$ cat config.mk
export PLATFORM = sky130hd
export DESIGN_NAME = approx_err_sweep_ctrl
export DESIGN_NICKNAME = d
export VERILOG_FILES = /design/src/rtl/approx_err_sweep_ctrl.sv
export SDC_FILE = /design/constraint.sdc
export NUM_CORES = 1
export LEC_CHECK = 0
export ABC_AREA = 0
export CAP_MARGIN = 20
export CORE_UTILIZATION = 56
export CTS_BUF_LIST = sky130_fd_sc_hd__clkbuf_4 sky130_fd_sc_hd__clkbuf_8 sky130_fd_sc_hd__clkbuf_16
export DETAILED_ROUTE_END_ITERATION = 8
export PLACE_DENSITY = 0.85
export SETUP_SLACK_MARGIN = 0.3
export SYNTH_ARGS = -nofsm -noshare
export SYNTH_HDL_FRONTEND = slang
export SYNTH_SLANG_ARGS = --single-unit
$ cat constraint.sdc
create_clock -name clk -period 3.7 [get_ports clk]
set_input_delay 0.74 -clock clk [delete_from_list [all_inputs] [get_ports clk]]
set_output_delay 0.74 -clock clk [all_outputs]
set_load 0.05 [all_outputs]
$ cat src/rtl/approx_err_sweep_ctrl.sv
// Exhaustive error sweep of an approximate circuit against its exact twin.
// Ports: clk, rst_n, start, vec, approx_out, exact_out, busy, done, pass,
// max_err, err_count, first_fail_vec. Option: APPROX_SWEEP_EARLY_ABORT_EN.
module approx_err_sweep_ctrl #(
  parameter int N_IN  = 4,
  parameter int N_OUT = 3,
  parameter int ET    = 3
) (
  input  logic             clk,
  input  logic             rst_n,
  input  logic             start,
  output logic [N_IN-1:0]  vec,
  input  logic [N_OUT-1:0] approx_out,
  input  logic [N_OUT-1:0] exact_out,
  output logic             busy,
  output logic             done,
  output logic             pass,
  output logic [N_OUT-1:0] max_err,
  output logic [N_IN:0]    err_count,
  output logic [N_IN-1:0]  first_fail_vec
);

  typedef enum logic [1:0] {
    S_IDLE,
    S_DRIVE,
    S_SAMPLE,
    S_DONE
  } state_t;

  localparam logic [N_OUT-1:0] ET_V  = N_OUT'(ET);
  localparam logic [N_IN-1:0]  LAST  = '1;
  localparam logic [N_IN-1:0]  ONE_V = N_IN'(1);
  localparam logic [N_IN:0]    ONE_C = (N_IN+1)'(1);

  state_t             state;
  logic               fail;
  logic [N_OUT:0]     diff;
  logic [N_OUT:0]     neg;
  logic [N_OUT-1:0]   err;
  logic [N_OUT-1:0]   new_max;
  logic               over;
  logic               stop;

  // One extra bit holds the sign of the difference.
  always_comb begin
    diff    = {1'b0, exact_out} - {1'b0, approx_out};
    neg     = ~diff + 1'b1;
    err     = diff[N_OUT] ? neg[N_OUT-1:0] : diff[N_OUT-1:0];
    new_max = (err > max_err) ? err : max_err;
    over    = (err > ET_V);
`ifdef APPROX_SWEEP_EARLY_ABORT_EN
    stop    = (vec == LAST) || over;
`else
    stop    = (vec == LAST);
`endif
  end

  always_ff @(posedge clk or negedge rst_n) begin
    if (!rst_n) begin
      state          <= S_IDLE;
      vec            <= '0;
      busy           <= 1'b0;
      done           <= 1'b0;
      pass           <= 1'b0;
      max_err        <= '0;
      err_count      <= '0;
      first_fail_vec <= '0;
      fail           <= 1'b0;
    end else begin
      unique case (state)
        S_IDLE: begin
          done <= 1'b0;
          if (start) begin
            max_err        <= '0;
            err_count      <= '0;
            first_fail_vec <= '0;
            fail           <= 1'b0;
            pass           <= 1'b0;
            vec            <= '0;
            busy           <= 1'b1;
            state          <= S_DRIVE;
          end
        end
        S_DRIVE: begin
          state <= S_SAMPLE;
        end
        S_SAMPLE: begin
          max_err <= new_max;
          if (err != '0) begin
            err_count <= err_count + ONE_C;
          end
          if (over && !fail) begin
            first_fail_vec <= vec;
            fail           <= 1'b1;
          end
          if (stop) begin
            done  <= 1'b1;
            pass  <= (new_max <= ET_V);
            state <= S_DONE;
          end else begin
            vec   <= vec + ONE_V;
            state <= S_DRIVE;
          end
        end
        S_DONE: begin
          done  <= 1'b0;
          busy  <= 1'b0;
          vec   <= '0;
          state <= S_IDLE;
        end
        default: begin
          state <= S_IDLE;
        end
      endcase
    end
  end

endmodule

==> impl_table.tex <==
\begin{tabular}{lr}
\hline
Metric & Value \\
\hline
\multicolumn{2}{l}{\textbf{Floorplanning}} \\
\quad Die area & $\sim$2900 um2 \\
\quad Number of top-level pins & 28 \\
\quad Row cnt & 18 \\
\quad Initial core utilization & approximately 60\% \\
\quad Horizontal die dimension & between 50 and 60 um \\
\quad Die extent in y & between 50 and 60 um \\
\quad Core region area & roughly 2500 um2 \\
\multicolumn{2}{l}{\textbf{Layout}} \\
\quad Fraction of final layout cells with drive strength greater than 1 & a little under a fifth \\
\quad Number of diodes & 0 \\
\quad Total area of multi-input combinational cells & around 960 um2 \\
\quad Sequential Area & 551 um2 \\
\quad Area delta synth->final & 37.9\% \\
\quad Filler Cells Inserted & 160 \\
\quad Net count reported at finish & between 200 and 250 \\
\quad Fraction of the core area covered by cells at the end of the flow & 82.1\% \\
\multicolumn{2}{l}{\textbf{Logic synthesis}} \\
\quad Synthesized Nets & $\sim$190 \\
\quad Area leader, netlist & sky130\_fd\_sc\_hd\_\_dfrtp\_1 \\
\quad Number of warnings printed during yosys synthesis & 0 \\
\quad Cell with the most instances after synthesis & sky130\_fd\_sc\_hd\_\_dfrtp\_1 \\
\quad Count of cell types in the netlist & 39 \\
\quad Sequential area share after synthesis & 37.0\% \\
\quad Cell types occupying the most area after synthesis & sky130\_fd\_sc\_hd\_\_dfrtp\_1 37\%, sky130\_fd\_sc\_hd\_\_ha\_1 11\%, sky130\_fd\_sc\_hd\_\_o211ai\_1 8.1\% \\
\quad Commonest cells post-synth & 22 x sky130\_fd\_sc\_hd\_\_dfrtp\_1, 19 x sky130\_fd\_sc\_hd\_\_nand2\_1, 16 x sky130\_fd\_sc\_hd\_\_o211ai\_1 \\
\quad Number of flops mapped to enable cells by yosys & 0 \\
\quad Synth Flop Type & sky130\_fd\_sc\_hd\_\_dfrtp\_1 \\
\quad Proportion of register bits with asynchronous set or reset after synthesis & between 90\% and 100\% \\
\quad Share of the synthesized area in the top cell type & a little under two fifths \\
\quad Number of register bits inferred by synthesis & 22 \\
\quad Post-Syn Instances & $\sim$160 \\
\quad Mapped cell area & about 1500 um2 \\
\quad Avg Inst Size Synth & 9.07 um2 \\
\multicolumn{2}{l}{\textbf{Clock network}} \\
\quad CTS tree & done \\
\quad CTS H-Tree Depth & 1 \\
\quad Clock latency at the later pin of the worst-skew pair & 0.32 ns \\
\quad CTS sink count & 22 \\
\quad Clock slew seen by the registers of the worst setup and hold paths & between 0.1 and 0.15 ns \\
\quad Clock root buffer & sky130\_fd\_sc\_hd\_\_clkbuf\_4 \\
\quad Maximum count of clock buffers along a single path & 2 \\
\quad Number of buffers inserted during clock tree synthesis & 3 \\
\multicolumn{2}{l}{\textbf{STA}} \\
\quad Peak Freq & 0.287 GHz \\
\quad Unrepaired setup endpoints after global routing & true \\
\quad Final period utilization & between 90\% and 100\% \\
\quad Transition at the pin with the smallest max-transition slack & a little over 0.6 ns \\
\quad Max-slew violation total from the final report & 0 \\
\quad Setup TNS & 0 ns \\
\quad Slew margin rel. & between 50\% and 60\% \\
\quad Clock Skews & about 0.015 ns \\
\quad Finish-stage setup viols & 0 \\
\quad Final count of hold timing violations & 0 \\
\quad Hold slack final & about 0.53 ns \\
\quad Min Clock Period, post-route & 3.48 ns \\
\multicolumn{2}{l}{\textbf{Placement}} \\
\quad Sum of net half-perimeters after detailed placement & roughly 2800 um \\
\quad Final Wtd Congestion & between 0.8 and 0.9 \\
\quad Total of buffers placed on input and output ports & 27 \\
\multicolumn{2}{l}{\textbf{Worst setup path}} \\
\quad Critical path startpoint category & primary input \\
\quad Crit. End Element & flip-flop \\
\quad Max FO, Critical Path & 7 \\
\quad Critical path class & in2reg \\
\quad Number of cells traversed by the worst register-to-register path & 6 \\
\quad Flop-to-flop setup slack & around 1.4 ns \\
\quad CP Data Arrival Time & around 3.7 ns \\
\quad Data required time of the worst path & a little under 4 ns \\
\quad Crit Reg-Reg Endpoint & err\_count[2] \\
\quad Startpoint of the most critical register-to-register path & state[0] \\
\multicolumn{2}{l}{\textbf{Run status}} \\
\quad Run status & completed \\
\multicolumn{2}{l}{\textbf{Min path}} \\
\quad Depth of the worst hold-timing path & 2 \\
\quad Worst min-delay path endpoint & done \\
\quad Source of the worst hold timing path & done \\
\quad Path type of the worst min-delay path & reg2reg \\
\multicolumn{2}{l}{\textbf{Global route}} \\
\quad Initial antenna violation count & 0 \\
\quad Number of global-route vias before repair & 1338 \\
\quad Overall Global Routing Usage & $\sim$29\% \\
\quad Largest net degree at the start of global routing & 29 \\
\quad Grt ovf & 0 \\
\quad Global-route wire length before repair & just under 6000 um \\
\multicolumn{2}{l}{\textbf{Detailed routing}} \\
\quad Via-to-Cell Ratio & 6.22 \\
\quad DRT Wirelength & a little under 4000 um \\
\quad Antenna-violating nets left & 0 \\
\quad First drt pass iteration count & 4 \\
\quad Average wire length per cell after detail routing & $\sim$17 um \\
\quad Via count & 1461 \\
\quad DRC marker count from the first detailed-route iteration & a little over 60 \\
\quad DR DRC count & 0 \\
\multicolumn{2}{l}{\textbf{Power and ir drop}} \\
\quad Maximum ir drop on the vdd rail & between 0.0005 and 0.0006 V \\
\quad Power per cell area & just over 600 nW/um2 \\
\quad Leakage power of the design & approximately 0.00087 uW \\
\multicolumn{2}{l}{\textbf{Job}} \\
\quad \# Max-Cap Violations & 0 \\
\hline
\end{tabular}
-- through the flow --
step | cells | instance area [um2] | setup slack (ns) | power, uW
after CTS | 232 | 2010 | 0.269 | 1250
after detailed placement | 226 | 1900 | -0.659 | 1020
final | 235 | 2050 | 0.219 | 1270
after global placement | 226 | 1900 | -0.481 | 979
after floorplan | 164 | 1540 | -0.0396 | 809
after global routing | 235 | 2050 | 0.155 | 1340
-- kinds of logic after synthesis --
group	synth area share, %
compound gates	24.9
mux	0.757
xor+xnor	1.09
fa+ha+maj	12.3
buf+inv	5.13
flops	37.0
simple gates	18.8
-- per-layer routing --
| layer | wire length (um) | GRT usage [%] | up-vias |
|---|---|---|---|
| met1 | 1570 | 32.0 | 718 |
| met2 | 2110 | 52.9 | 48 |
| met3 | 184 | 4.80 | 10 |
| li1 | - | - | 685 |
| met4 | 73 | 14.0 | 0 |
| met5 | 0 | 0 | - |
-- critical path: stages --
cell,delay [ns]
sky130_fd_sc_hd__buf_8,0.08
sky130_fd_sc_hd__inv_8,0.03
sky130_fd_sc_hd__ha_4,0.15
sky130_fd_sc_hd__fa_1,0.50
sky130_fd_sc_hd__ha_2,0.20
sky130_fd_sc_hd__or3b_1,0.35
sky130_fd_sc_hd__o31a_1,0.34
sky130_fd_sc_hd__xor2_4,0.20
sky130_fd_sc_hd__clkinv_4,0.08
sky130_fd_sc_hd__ha_4,0.22
sky130_fd_sc_hd__nor3b_4,0.15
sky130_fd_sc_hd__o21ai_4,0.25
sky130_fd_sc_hd__and3_4,0.23
sky130_fd_sc_hd__nand3_2,0.07
sky130_fd_sc_hd__o211ai_1,0.13
-- flip-flops by register name (all words and copies together), names as in the netlist --
signal          flops
err_count           5
first_fail_vec      4
vec                 4
max_err             3
state               2
busy                1
done                1
fail                1
pass                1
-- worst max path at each step --
stage                            start          to  cells past startpoint
after floorplan           exact_out[0]        pass                     13
after global placement    exact_out[0]        pass                     14
after detailed placement  exact_out[0]  max_err[0]                     15
after CTS                 exact_out[0]  max_err[0]                     15
after global routing      exact_out[0]  max_err[0]                     15
final                     exact_out[0]  max_err[0]                     15
-- power by group --
part | switching [uW] | internal [uW] | total [uW]
Clock | 77.8 | 110 | 187
Combinational | 457 | 276 | 733
Sequential | 62.6 | 290 | 352
Total | 597 | 675 | 1270
-- cell type report --
cell class                 instances  share of cell area (%)
multi-input combinational        123                    46.8
clock buffer                       3                    1.10
inverter                          15                    3.35
sequential                        22                    26.8
clock inverter                     1                    1.46
tap                               30                    1.83
timing repair buffer              41                    18.7
-- cells in the final DEF (no fill, tap or decap), types with 4 or more instances in the layout --
cell type	synthesis	layout
sky130_fd_sc_hd__clkdlybuf4s50_1	0	23
sky130_fd_sc_hd__dfrtp_1	22	22
sky130_fd_sc_hd__nand2_1	19	18
sky130_fd_sc_hd__o211ai_1	16	16
sky130_fd_sc_hd__buf_4	0	13
sky130_fd_sc_hd__inv_1	14	12
sky130_fd_sc_hd__nand3_1	12	11
sky130_fd_sc_hd__ha_1	13	10
sky130_fd_sc_hd__nand2b_1	8	8
sky130_fd_sc_hd__a21oi_1	8	8
sky130_fd_sc_hd__o21ai_0	5	5
sky130_fd_sc_hd__a22o_1	4	4
-- timing repair --
action	4_1_cts	5_1_grt
resized for setup	25	1
pin swaps	12	10
setup buffers	2	2
setup endpoints to repair	12	4
hold buffers	0	0
Note: power is estimated with default switching activity, not from simulation.
